==> src/rtl/risc_v_core_pkg.sv <==
// Shared core types: instruction names plus the atomic-sequencer state and AMO operation enums.
package risc_v_core_pkg;

   localparam int unsigned INSTR_W = 5;
   localparam int unsigned STATE_W = 3;
   localparam int unsigned AMO_OP_W = 4;

   typedef enum logic [INSTR_W-1:0] {
      ADD, SUB, LW, SW,
      LR_W, SC_W,
      AMOSWAP, AMOADD, AMOAND, AMOOR, AMOXOR,
      AMOMAX, AMOMINI, AMOMAXU, AMOMINU
   } instr_name_t;

   typedef enum logic [STATE_W-1:0] {
      ST_IDLE, ST_RD_REQ, ST_RD_WAIT, ST_WR_REQ, ST_DONE
   } amo_state_t;

   typedef enum logic [AMO_OP_W-1:0] {
      OP_SWAP, OP_ADD, OP_AND, OP_OR, OP_XOR,
      OP_MAX, OP_MIN, OP_MAXU, OP_MINU
   } amo_op_t;

   function automatic amo_op_t instr_to_amo_op(instr_name_t instr);
      amo_op_t op;
      op = OP_SWAP;
      case (instr)
         AMOSWAP: op = OP_SWAP;
         AMOADD:  op = OP_ADD;
         AMOAND:  op = OP_AND;
         AMOOR:   op = OP_OR;
         AMOXOR:  op = OP_XOR;
         AMOMAX:  op = OP_MAX;
         AMOMINI: op = OP_MIN;
         AMOMAXU: op = OP_MAXU;
         AMOMINU: op = OP_MINU;
         default: op = OP_SWAP;
      endcase
      return op;
   endfunction

   function automatic logic is_amo(instr_name_t instr);
      return (instr inside {AMOSWAP, AMOADD, AMOAND, AMOOR, AMOXOR,
                            AMOMAX, AMOMINI, AMOMAXU, AMOMINU});
   endfunction

endpackage

==> src/rtl/amo_alu.sv <==
// Combinational modify step of an AMO: (op, old memory value, rs2) -> value to write back.
module amo_alu
   import risc_v_core_pkg::*;
#(
   parameter int unsigned XLEN = 32
) (
   input  amo_op_t          op,
   input  logic [XLEN-1:0]  old_data,
   input  logic [XLEN-1:0]  rs2_data,
   output logic [XLEN-1:0]  new_data_c
);

   logic signed_gt;
   logic unsigned_gt;

   // On equal operands either choice yields the old value.
   always_comb begin
      signed_gt   = $signed(old_data) > $signed(rs2_data);
      unsigned_gt = old_data > rs2_data;
      new_data_c  = old_data;
      case (op)
         OP_SWAP: new_data_c = rs2_data;
         OP_ADD:  new_data_c = old_data + rs2_data;
         OP_AND:  new_data_c = old_data & rs2_data;
         OP_OR:   new_data_c = old_data | rs2_data;
         OP_XOR:  new_data_c = old_data ^ rs2_data;
         OP_MAX:  new_data_c = signed_gt   ? old_data : rs2_data;
         OP_MIN:  new_data_c = signed_gt   ? rs2_data : old_data;
         OP_MAXU: new_data_c = unsigned_gt ? old_data : rs2_data;
         OP_MINU: new_data_c = unsigned_gt ? rs2_data : old_data;
         default: new_data_c = old_data;
      endcase
   end

endmodule

==> src/rtl/amo_sequencer.sv <==
// RV32A sequencer: runs LR.W / SC.W / AMO read-modify-write on the data-memory port
// and holds the single LR/SC reservation.
module amo_sequencer
   import risc_v_core_pkg::*;
#(
   parameter int unsigned ADDR_W = 32,
   parameter int unsigned XLEN   = 32
) (
   input  logic              clk,
   input  logic              rst_n,
   input  logic              start_i,
   input  instr_name_t       instr_i,
   input  logic [XLEN-1:0]   rs1_data_i,
   input  logic [XLEN-1:0]   rs2_data_i,
   output logic              busy_o,
   output logic              done_o,
   output logic [XLEN-1:0]   result_o,
   output logic              misaligned_o,
   output logic              mem_req_o,
   output logic              mem_we_o,
   output logic [ADDR_W-1:0] mem_addr_o,
   output logic [XLEN-1:0]   mem_wdata_o,
   input  logic              mem_gnt_i,
   input  logic              mem_rvalid_i,
   input  logic [XLEN-1:0]   mem_rdata_i,
   input  logic              snoop_we_i,
   input  logic [ADDR_W-1:0] snoop_addr_i
);

   amo_state_t        state_q, state_d;
   instr_name_t       instr_q, instr_d;
   logic [XLEN-1:0]   rs2_q, rs2_d;
   logic [XLEN-1:0]   result_q, result_d;
   logic              res_valid_q, res_valid_d;
   logic [ADDR_W-1:0] res_addr_q, res_addr_d;

   logic              busy_d, done_d, misaligned_d, mem_req_d, mem_we_d;
   logic [XLEN-1:0]   result_out_d, mem_wdata_d;
   logic [ADDR_W-1:0] mem_addr_d;

   logic              snoop_hit_c;
   logic              sc_ok_c;
   amo_op_t           amo_op_c;
   logic [XLEN-1:0]   alu_new_c;

   assign amo_op_c    = instr_to_amo_op(instr_q);
   assign snoop_hit_c = snoop_we_i && ((snoop_addr_i >> 2) == (res_addr_q >> 2));
   assign sc_ok_c     = res_valid_q && (res_addr_q == ADDR_W'(rs1_data_i)) && !snoop_hit_c;

   amo_alu #(.XLEN(XLEN)) u_alu (
      .op         (amo_op_c),
      .old_data   (mem_rdata_i),
      .rs2_data   (rs2_q),
      .new_data_c (alu_new_c)
   );

   // Next state, datapath and registered-output values.
   always_comb begin
      state_d      = state_q;
      instr_d      = instr_q;
      rs2_d        = rs2_q;
      result_d     = result_q;
      res_valid_d  = res_valid_q;
      res_addr_d   = res_addr_q;
      mem_addr_d   = mem_addr_o;
      mem_wdata_d  = mem_wdata_o;
      misaligned_d = 1'b0;

      // Snoop clears first so an LR completing this cycle still installs its reservation.
      if (snoop_hit_c) res_valid_d = 1'b0;

      case (state_q)
         ST_IDLE: begin
            if (start_i) begin
               instr_d    = instr_i;
               mem_addr_d = ADDR_W'(rs1_data_i);
               rs2_d      = rs2_data_i;
               if (rs1_data_i[1:0] != 2'b00) begin
                  misaligned_d = 1'b1;
               end else if (instr_i == LR_W || is_amo(instr_i)) begin
                  state_d = ST_RD_REQ;
               end else if (instr_i == SC_W) begin
                  res_valid_d = 1'b0;
                  mem_wdata_d = rs2_data_i;
                  if (sc_ok_c) begin
                     state_d = ST_WR_REQ;
                  end else begin
                     result_d = XLEN'(1);
                     state_d  = ST_DONE;
                  end
               end else begin
                  result_d = '0;
                  state_d  = ST_DONE;
               end
            end
         end
         ST_RD_REQ: begin
            if (mem_gnt_i) state_d = ST_RD_WAIT;
         end
         ST_RD_WAIT: begin
            if (mem_rvalid_i) begin
               result_d = mem_rdata_i;
               if (instr_q == LR_W) begin
                  res_valid_d = 1'b1;
                  res_addr_d  = mem_addr_o;
                  state_d     = ST_DONE;
               end else begin
                  mem_wdata_d = alu_new_c;
                  state_d     = ST_WR_REQ;
               end
            end
         end
         ST_WR_REQ: begin
            if (mem_gnt_i) begin
               if (instr_q == SC_W) result_d = '0;
               state_d = ST_DONE;
            end
         end
         ST_DONE: state_d = ST_IDLE;
         default: state_d = ST_IDLE;
      endcase

      busy_d       = (state_d != ST_IDLE);
      mem_req_d    = (state_d == ST_RD_REQ) || (state_d == ST_WR_REQ);
      mem_we_d     = (state_d == ST_WR_REQ);
      done_d       = (state_q == ST_DONE);
      result_out_d = done_d ? result_q : result_o;
   end

   always_ff @(posedge clk or negedge rst_n) begin
      if (!rst_n) begin
         state_q      <= ST_IDLE;
         instr_q      <= instr_name_t'('0);
         rs2_q        <= '0;
         result_q     <= '0;
         res_valid_q  <= 1'b0;
         res_addr_q   <= '0;
         busy_o       <= 1'b0;
         done_o       <= 1'b0;
         result_o     <= '0;
         misaligned_o <= 1'b0;
         mem_req_o    <= 1'b0;
         mem_we_o     <= 1'b0;
         mem_addr_o   <= '0;
         mem_wdata_o  <= '0;
      end else begin
         state_q      <= state_d;
         instr_q      <= instr_d;
         rs2_q        <= rs2_d;
         result_q     <= result_d;
         res_valid_q  <= res_valid_d;
         res_addr_q   <= res_addr_d;
         busy_o       <= busy_d;
         done_o       <= done_d;
         result_o     <= result_out_d;
         misaligned_o <= misaligned_d;
         mem_req_o    <= mem_req_d;
         mem_we_o     <= mem_we_d;
         mem_addr_o   <= mem_addr_d;
         mem_wdata_o  <= mem_wdata_d;
      end
   end

endmodule

==> config.mk <==
export PLATFORM = sky130hd
export DESIGN_NAME = amo_sequencer
export DESIGN_NICKNAME = d
export VERILOG_FILES = /design/src/rtl/risc_v_core_pkg.sv /design/src/rtl/amo_alu.sv /design/src/rtl/amo_sequencer.sv
export SDC_FILE = /design/constraint.sdc
export NUM_CORES = 1
export LEC_CHECK = 0
export BUFFER_PORTS_ARGS = -buffer_cell sky130_fd_sc_hd__buf_2
export CORE_MARGIN = 2
export CORE_UTILIZATION = 25
export DETAILED_ROUTE_END_ITERATION = 8
export SYNTH_ARGS = -nofsm -noshare
export SYNTH_HDL_FRONTEND = slang
export SYNTH_SLANG_ARGS = --single-unit
==> constraint.sdc <==
create_clock -name clk -period 6.14 [get_ports clk]
set_input_delay 1.228 -clock clk [delete_from_list [all_inputs] [get_ports clk]]
set_output_delay 1.228 -clock clk [all_outputs]
set_load 0.005 [all_outputs]
Word-level counts from Yosys, hierarchy flattened
Memory sizes are Yosys's and may differ from the RTL's.
Cells that the tools add are included.
- $lt $le $gt $ge: 2
- eq/ne operators: 38
- reduce and logical (&&, ||, !) cells: 17
- shift operators: 0
- multiplexer cells: 43
- divide/modulo/power cells: 0
- add/sub/neg operators: 1
- multiply operators: 0
- bitwise operators: 3
- operators by type and width (operator ; count):
    $mux 32 ; 18
    $pmux 32 s9 ; 1
    $pmux 32 s3 ; 1
    $gt 32x32->1 ; 2
    $pmux 32 s2 ; 1
    $eq 5x4->1 const B ; 7
    $add 32x32->32 ; 1
    $and 32x32->32 ; 1
    $eq 32x32->1 ; 1
    $or 32x32->32 ; 1
    $xor 32x32->32 ; 1
    $eq 30x30->1 ; 1
    $eq 5x3->1 const B ; 6
    $mux 3 ; 9
    $eq 4x3->1 const B ; 4
    $ne 2x2->1 const B ; 8
    $pmux 3 s4 ; 1
    $mux 1 ; 10
    $eq 3x2->1 const B ; 3
    $reduce_bool 9->1 ; 1
    $eq 4x2->1 const B ; 2
    $reduce_and 8->1 ; 1
    $reduce_and 7->1 ; 1
    $eq 3x1->1 const B ; 2
    other kinds (15) ; 20
- input bits: 139
- word-level logic and storage cells: 119
- memory bits (writable): 0
- bits in latches: 0
- flip-flop bits (word level): 206
- memories: 1
- bits in read-only memories: 64
- output and inout port bits: 101
- memories (memory ; words ; width ; rd ports ; clocked after Yosys merged registers in ; write ports ; line ; text):
    (name not given) ; 16 ; 4 ; 1 ; 0 ; 0 ; risc_v_core_pkg.sv:27 ; case (instr)

Longest topological paths before layout
Gate-level depths: netlist of run 1.
- depth in word-level cells: 12
- mapped depth: 13
- depth with buffers taken out: 11

By module
From an unflattened synthesis of run 1, not the netlist that was laid out.
- cells, all modules: 1407
- area, all modules: 13960.9 µm²
- modules (own cells, without submodules) (module ; times used ; cells each ; seq. area each (µm²) ; area an instance (µm²)):
    amo_sequencer ; 1 ; 691 ; 5154.9 ; 9021.2
    amo_alu ; 1 ; 716 ; 0.0 ; 4939.7

Worst setup path before layout of run 1
Ideal clock, no wire load.
- path kind: input-to-reg
- start point: in mem_rdata_i[13]
- end point: reg mem_wdata_o[25]
- required time: 6.004 ns
- path slack: 2.401 ns
- arrival time: 3.603 ns
- cell stages on the path: 13
- library setup time: 0.136 ns
- path buffers: 2
- cells stage by stage: inv_1 > ha_1 > buf_2 > nor4_1 > nand4_1 > a21oi_1 > o41ai_2 > and3b_1 > o31ai_1 > nand3_1 > buf_2 > a221oi_1 > a21boi_1
- longest elaborated chain between the ends: 6
- elaborated cells on any way between the ends: 11
- classes of those cells: add/sub (1); order compare (2); mux (8)
- ends and longest elaborated chain (what ; line ; text):
    start, declared ; amo_sequencer.sv:25 ; input logic [XLEN-1:0] mem_rdata_i,
    $gt 32x32->1, on equally long branches ; amo_alu.sv:19, amo_alu.sv:18 ;
    $mux 32, on equally long branches ; -- ;
    $pmux 32 s9 * ; amo_alu.sv:21 ; case (op)
    $mux 32 * ; amo_sequencer.sv:103 ; if (instr_q == LR_W) begin
    $mux 32 * ; amo_sequencer.sv:101 ; if (mem_rvalid_i) begin
    $pmux 32 s2 * ; amo_sequencer.sv:72 ; case (state_q)
    end signal, assigned ; amo_sequencer.sv:160 ; mem_wdata_o <= mem_wdata_d;
    end, declared ; amo_sequencer.sv:22 ; output logic [XLEN-1:0] mem_wdata_o,
Mark *: on every way between the ends. The rest lies on a longest branch, timed or not. The select of a mux whose other input is x is not followed.
A chain may end at the register's enable or synchronous reset.

Worst setup path in the final report of run 1
- start point: in mem_rdata_i[13]
- end point: reg mem_wdata_o[17]
Same word-level chain as after synthesis.

==> flow_metrics.py, run 1 <==
metrics = {
    "synthesis": {
        "yosys.area.top_type": "dfrtp_1",
        "synth_edf_count": 0,
        "synth_ff_type": "dfrtp_1",
        "syn_inst": 1416,
        "seq_area_frac_synth_pct": 39.1,
        "synth_nets": 1652,
        "ys_warn_count": 0,
        "ys_types": 66,
        "synth-seq-cells": 206,
        "syn_area_mm2": 0.0132,
        "synth.area.top_cells": "dfrtp_1 39%, ha_1 9.1%, mux2_2 8.6%, a21oi_1 4.2%, xnor2_1 3.9%",
        "synth_area_per_cell_um2": 9.32,
        "yosysTopAreaCellShare_pct": 39.1,
        "async_flop_share_pct": 100,
    },
    "global_route": {
        "grt_pass1_vias": 11600,
        "antenna_found_initial": 13,
        "grt_overflow_total": 0,
        "grt_max_degree": 111,
        "grt_pass1_wl_um": 67000,
        "track_usage_pct": 15.9,
    },
    "critical_path": {
        "crit_chain": "buf_2, inv_1, ha_1, nor4_1, nand4_1, a21oi_1, o41ai_2, and3b_1, o31ai_1, nand4b_1, buf_4, a222oi_1, a21oi_1",
        "worstSetupEndpointType": "register",
        "critPathMaxFanout": 11,
        "critical_path.max_stage_delay_ns": 0.63,
        "crit_type": "input port to register",
        "crit_arrival_ns": 5.03,
        "crit_path_start_kind": "input port",
        "crit_top_cell": "a21oi_1",
        "critPathSlowestCell": "nor4_1",
        "required_ns": 6.56,
    },
    "timing": {
        "worst_pin_slew_ns": 0.959,
        "slew-limit-headroom_pct": 35.7,
        "setup_viol": 0,
        "post-route-period-util_pct": 75.1,
        "hold_viol": 0,
        "rsz0062_at_grt": "false",
        "fmax_mhz": 217,
        "hold_slack_ns": 0.501,
        "fin_skew_ns": 0.0168,
        "finalSetupTns_ns": 0,
        "fin_crit_ns": 4.61,
        "finalMaxSlewViolations": 0,
    },
    "clock_tree": {
        "cts_buffers": 25,
        "cts_sinks": 206,
        "post_cts_resized": 0,
        "clk_pin_slew_ns": 0.07,
        "cts_max_level": 1,
        "post-cts-setup-buffers": 0,
        "holdBufCountCts": 0,
        "clk-insertion-delay-late_ns": 0.55,
        "cts_tree": "done",
        "clockBufferDepth": 3,
        "cts_root_buf": "clkbuf_16",
    },
    "drt": {
        "wl_per_cell_um": 18.8,
        "first_iter_violations": 726,
        "finalWirelength_um": 43900,
        "vias": 11400,
        "remaining_drc_errors": 0,
        "via_per_inst": 4.88,
        "drtPass1Iterations": 6,
        "antenna_left": 0,
    },
    "final_layout": {
        "n_fill_cell": 5519,
        "fin_area_mm2": 0.0160,
        "finish.utilization_pct": 30.5,
        "nets": 1856,
        "drive_above_1_share_pct": 25.4,
        "area_growth_pct": 20.9,
    },
    "placed_design": {
        "gp_congestion": 0.913,
        "port_buffers": 237,
        "dp_hpwl_um": 32800,
        "placedInstanceArea_mm2": 0.0151,
    },
    "die": {
        "start_util_pct": 25.2,
        "die_x_um": 234,
        "fp.coreArea_mm2": 0.0523,
        "dieArea_mm2": 0.0547,
        "std_cell_rows": 84,
        "ios": 240,
        "chipHeight_um": 234,
    },
    "pwr": {
        "leakage_nw": 7.50,
        "power_density_mw_per_mm2": 490,
        "irDropWorstVdd_v": 0.000245,
    },
    "hold_path": {
        "min_path_type": "register to register",
    },
    "flow_run": {
        "cap_viol_max_count": 0,
    },
    "outcome": {
        "outcome": "complete, no violations",
    },
}
## cells in the final DEF, fill, tap and decap left out, types with 5 or more instances in the layout
cell,synthesis,layout
buf_2,10,236
nor3_1,12,9
nand4_1,20,20
inv_1,115,115
nand2b_1,5,5
buf_4,0,20
clkbuf_8,0,5
o31ai_1,7,7
a21o_1,10,10
mux2i_1,36,36
diode_2,0,5
o211ai_1,12,12
nor2b_1,9,9
o21bai_1,7,7
o21ai_0,99,99
a21oi_1,111,111
a2111oi_0,7,7
xor2_1,10,10
a211oi_1,12,12
a22oi_1,7,7
nor3b_1,6,5
o221ai_1,5,5
o311ai_0,5,5
ha_1,96,96
nand3_1,23,23
mux2_2,101,101
nor4_1,10,10
and3_1,8,8
nand2_1,120,120
nor2_1,111,110
clkbuf_16,0,25
and2_1,6,6
a31oi_1,14,14
a221oi_1,27,27
dfrtp_1,206,206
or3_1,7,6
xnor2_1,59,59
## through the flow
step                total power [mW]  instances  worst slack (ns)
finish                          7.82       2332              1.53
global route                    8.46       2329              1.30
CTS                             7.92       2327              1.55
detailed placement              6.25       2281             0.962
global placement                6.14       2281              1.04
floorplan                       4.97       1416              2.40
## registers in the layout, indices dropped and copies added, names as in the netlist, 3 cells and up
signal,cells
instr_q,5
mem_addr_o,32
mem_wdata_o,32
res_addr_q,32
result_o,32
result_q,32
rs2_q,32
state_q,3
## worst max-delay path, delay by kind of cell
kind	cells	cell delay, ns
AND/OR/NAND/NOR	4	1.66
AO/OA/AOI/OAI	5	1.09
buffers and inverters	3	0.61
adder cells (fa/ha/maj)	1	0.42
## cells in the mapped netlist, types with 5 or more instances
cell type / instances
a2111oi_0: 7
a211oi_1: 12
a21o_1: 10
a21oi_1: 111
a221oi_1: 27
a22oi_1: 7
a31oi_1: 14
and2_1: 6
and3_1: 8
buf_2: 10
clkbuf_1: 61
dfrtp_1: 206
ha_1: 96
inv_1: 115
mux2_2: 101
mux2i_1: 36
nand2_1: 120
nand2b_1: 5
nand3_1: 23
nand4_1: 20
nor2_1: 111
nor2b_1: 9
nor3_1: 12
nor3b_1: 6
nor4_1: 10
o211ai_1: 12
o21ai_0: 99
o21bai_1: 7
o221ai_1: 5
o311ai_0: 5
o31ai_1: 7
or3_1: 7
xnor2_1: 59
xor2_1: 10
## path summary, 6_finish.rpt
check | from | to | slack, ns | cells after the start
max | mem_rdata_i[13] | mem_wdata_o[17] | 1.53 | 13
min | result_o[27] | result_o[27] | 0.50 | 1
max reg2reg | rs2_q[13] | mem_wdata_o[17] | 1.94 | 12
min reg2reg | result_o[27] | result_o[27] | 0.50 | 1
max in group asynchronous | rst_n | rs2_q[10] | 4.13 | 2
min in group asynchronous | rst_n | res_addr_q[13] | 0.73 | 1
## kinds of logic (layout without fill, tap and decap cells)
group,count (synthesis),count (layout),synth area share [%]
fa+ha+maj,97,97,9.25
xor+xnor,69,69,4.58
other cells,0,5,0
simple gates,353,353,12.3
buf+inv,195,418,6.13
flops,206,206,39.1
compound gates,358,358,17.2
mux,138,138,11.5
## routing by layer
layer | GRT usage (%) | share of wire, % | routed length, µm | vias up
met5 | 0 | 0.26 | 115 | -
met4 | 7.20 | 4.7 | 2080 | 18
met3 | 4.40 | 8.1 | 3580 | 78
met2 | 27.0 | 47 | 20500 | 414
met1 | 18.5 | 40 | 17700 | 5472
li1 | - | - | - | 5395
## power by group
part / switching (mW) / internal (mW) / total, mW
logic: 2.16 / 1.58 / 3.75
clock network: 0.626 / 0.979 / 1.61
registers: 0.489 / 1.98 / 2.47
total: 3.28 / 4.54 / 7.82
## final cells by class
| cell class | count | area (µm²) | share of cell area, % |
|---|---|---|---|
| multi-input cells | 1015 | 7270 | 45.6 |
| flip-flops and latches | 206 | 5150 | 32.3 |
| repair buffers | 257 | 1350 | 8.43 |
| well taps | 688 | 861 | 5.39 |
| clock buffers | 34 | 709 | 4.44 |
| inverters | 115 | 432 | 2.70 |
| clock inverters | 12 | 174 | 1.09 |
| diodes | 5 | 12.5 | 0.0784 |
Power figures use the tool's default switching activity.
==> run 2: changes to the inputs <==
--- a/config.mk
+++ b/config.mk
@@ -5,6 +5,7 @@
 export SDC_FILE = /design/constraint.sdc
 export NUM_CORES = 1
 export LEC_CHECK = 0
+export ABC_AREA = 1
 export BUFFER_PORTS_ARGS = -buffer_cell sky130_fd_sc_hd__buf_2
 export CORE_MARGIN = 2
 export CORE_UTILIZATION = 25
==> constraint.sdc (replaced) <==
create_clock -name clk -period 4.3 [get_ports clk]
set_input_delay 0.86 -clock clk [delete_from_list [all_inputs] [get_ports clk]]
set_output_delay 0.86 -clock clk [all_outputs]
set_load 0.005 [all_outputs]
==> run 2 against run 1 <==
Effect of this change:
- combinational power rose by 130%
- clock power rose by 48%
- non-clock buffer count rose by 15
- setup slack got worse by 0.51 ns
- global-route usage rose by 2.1 points
- die area rose by 20%
- first-iteration DRC count rose by 80%
- area after synthesis rose by 20%
- utilization fell by 0.52 points
- critical endpoint is now mem_wdata_o[2]
- largest cell class unchanged
==> flow_metrics.py, run 2 <==
metrics = {
    "global_route": {
        "grt_pass1_wl_um": 93800,
        "antenna_found_initial": 5,
        "grt_pass1_vias": 15800,
        "grt_max_degree": 79,
        "track_usage_pct": 17.9,
        "grt_overflow_total": 0,
    },
    "synthesis": {
        "ys_warn_count": 0,
        "async_flop_share_pct": 100,
        "synth.area.top_cells": "dfrtp_1 32%, nand2_1 19%, ha_1 7.6%, nand3_1 7.4%, inv_1 4.9%",
        "synth-seq-cells": 206,
        "syn_area_mm2": 0.0159,
        "yosys.area.top_type": "dfrtp_1",
        "synth_nets": 2641,
        "yosys-top-cells-count": "788 x nand2_1, 235 x nand3_1, 206 x dfrtp_1, 206 x inv_1, 185 x nor2_1",
        "ys_types": 48,
        "syn_inst": 2405,
        "synth_area_per_cell_um2": 6.61,
        "synth_edf_count": 0,
        "seq_area_frac_synth_pct": 32.4,
        "synth_ff_type": "dfrtp_1",
        "yosysMostFrequentCell": "nand2_1",
        "yosysTopAreaCellShare_pct": 32.4,
    },
    "die": {
        "std_cell_rows": 92,
        "ios": 240,
        "die_x_um": 256,
        "dieArea_mm2": 0.0656,
        "chipHeight_um": 256,
        "fp.coreArea_mm2": 0.0630,
        "start_util_pct": 25.3,
    },
    "clock_tree": {
        "clk-insertion-delay-late_ns": 0.57,
        "clk_pin_slew_ns": 0.06,
        "holdBufCountCts": 0,
        "clockBufferDepth": 3,
        "cts_max_level": 1,
        "post-cts-setup-buffers": 0,
        "cts_sinks": 206,
        "cts_tree": "done",
        "post_cts_resized": 0,
        "cts_buffers": 27,
        "cts_root_buf": "clkbuf_16",
    },
    "drt": {
        "drtPass1Iterations": 6,
        "antenna_left": 0,
        "first_iter_violations": 1305,
        "via_per_inst": 4.82,
        "wl_per_cell_um": 17.6,
        "remaining_drc_errors": 0,
        "vias": 16600,
        "finalWirelength_um": 60600,
    },
    "placed_design": {
        "dp_hpwl_um": 44600,
        "gp_congestion": 0.945,
        "port_buffers": 237,
        "placedInstanceArea_mm2": 0.0179,
    },
    "timing": {
        "post-route-period-util_pct": 76.3,
        "hold_viol": 0,
        "fin_skew_ns": 0.0117,
        "fin_crit_ns": 3.28,
        "slew-limit-headroom_pct": 31.7,
        "setup_viol": 0,
        "fmax_mhz": 305,
        "finalSetupTns_ns": 0,
        "worst_pin_slew_ns": 1.03,
        "rsz0062_at_grt": "false",
        "finalMaxSlewViolations": 0,
    },
    "final_layout": {
        "drive_above_1_share_pct": 13.6,
        "nets": 2817,
        "area_growth_pct": 18.7,
        "fin_area_mm2": 0.0189,
        "final_common_cell": "nand2_1",
        "finish.utilization_pct": 30.0,
        "final_cell_mix": "787 x nand2_1, 236 x buf_2, 235 x nand3_1, 206 x inv_1, 206 x dfrtp_1",
    },
    "hold_path": {
        "min_path_type": "input port to async pin",
    },
    "critical_path": {
        "rr_startpoint": "rs2_q[26]",
        "crit_type": "input port to register",
        "worstSetupEndpointType": "register",
        "required_ns": 4.79,
        "critPathMaxFanout": 23,
        "crit_arrival_ns": 3.77,
        "cp-startpoint": "mem_rdata_i[13]",
        "crit_path_start_kind": "input port",
    },
    "outcome": {
        "outcome": "complete, no violations",
    },
    "pwr": {
        "power_density_mw_per_mm2": 772,
        "leakage_nw": 9.48,
        "irDropWorstVdd_v": 0.000427,
    },
    "flow_run": {
        "cap_viol_max_count": 0,
    },
}
## run 2: logic make-up after synthesis
kind of cell	after synthesis	synth area share (%)
adder cells (fa/ha/maj)	97	7.68
XOR/XNOR	39	2.15
buffers and inverters	339	8.83
flip-flops	206	32.4
AO/OA/AOI/OAI	364	12.5
AND/OR/NAND/NOR	1360	36.4
## run 2: through the flow
step           total power, mW  setup slack (ns)  cells  hold slack, ns
3_5_place_dp              12.2             0.498   3398           0.454
4_1_cts                   14.7              1.08   3447           0.279
3_3_place_gp              12.1             0.519   3398           0.451
2_1_floorplan             9.26              1.37   2405           0.449
5_1_grt                   16.0             0.760   3447           0.294
6_report                  14.6              1.02   3450           0.255
## run 2: power breakdown
group	switching [mW]	internal (mW)	total, mW
Clock	0.945	1.43	2.38
Sequential	0.669	2.87	3.54
Combinational	5.82	2.83	8.65
Total	7.44	7.13	14.6
## run 2: critical path: stages
cell and delay [ns]:
buf_2 0.15, inv_1 0.12, ha_1 0.48, inv_1 0.07, a21oi_1 0.13, o21ai_0 0.09
a21oi_1 0.22, nand2_1 0.14, nand2_2 0.11, nand2_4 0.14, nand2_2 0.15, nand3_4 0.30
buf_12 0.28, nand2_1 0.06, nand3_1 0.06, nand3_1 0.18, nand2_1 0.07, a21oi_1 0.15
## run 2: final timing paths
kind / endpoint / slack (ns) / cells past startpoint
max reg2reg: mem_wdata_o[22] / 1.04 / 15
max: mem_wdata_o[2] / 1.02 / 18
min reg2reg: result_o[6] / 0.47 / 2
min: mem_addr_o[6] / 0.26 / 1
max in group asynchronous: mem_wdata_o[11] / 3.08 / 2
min in group clk: result_o[6] / 0.47 / 2
## run 2: per-layer routing
layer	track usage, %	up-vias	routed length, µm
met5	0	-	34
met4	4.11	6	1170
met3	2.68	73	3380
met2	30.7	486	28700
met1	23.7	7795	27300
li1	-	8264	-
## run 2: cell type report
class / instances / area [µm²]
fillers: 7019 / 44100
multi-input cells: 1860 / 9400
inverters: 214 / 803
well taps: 846 / 1060
clock buffers: 37 / 773
clock inverters: 12 / 145
diodes: 3 / 7.51
repair buffers: 272 / 1530
flip-flops and latches: 206 / 5150
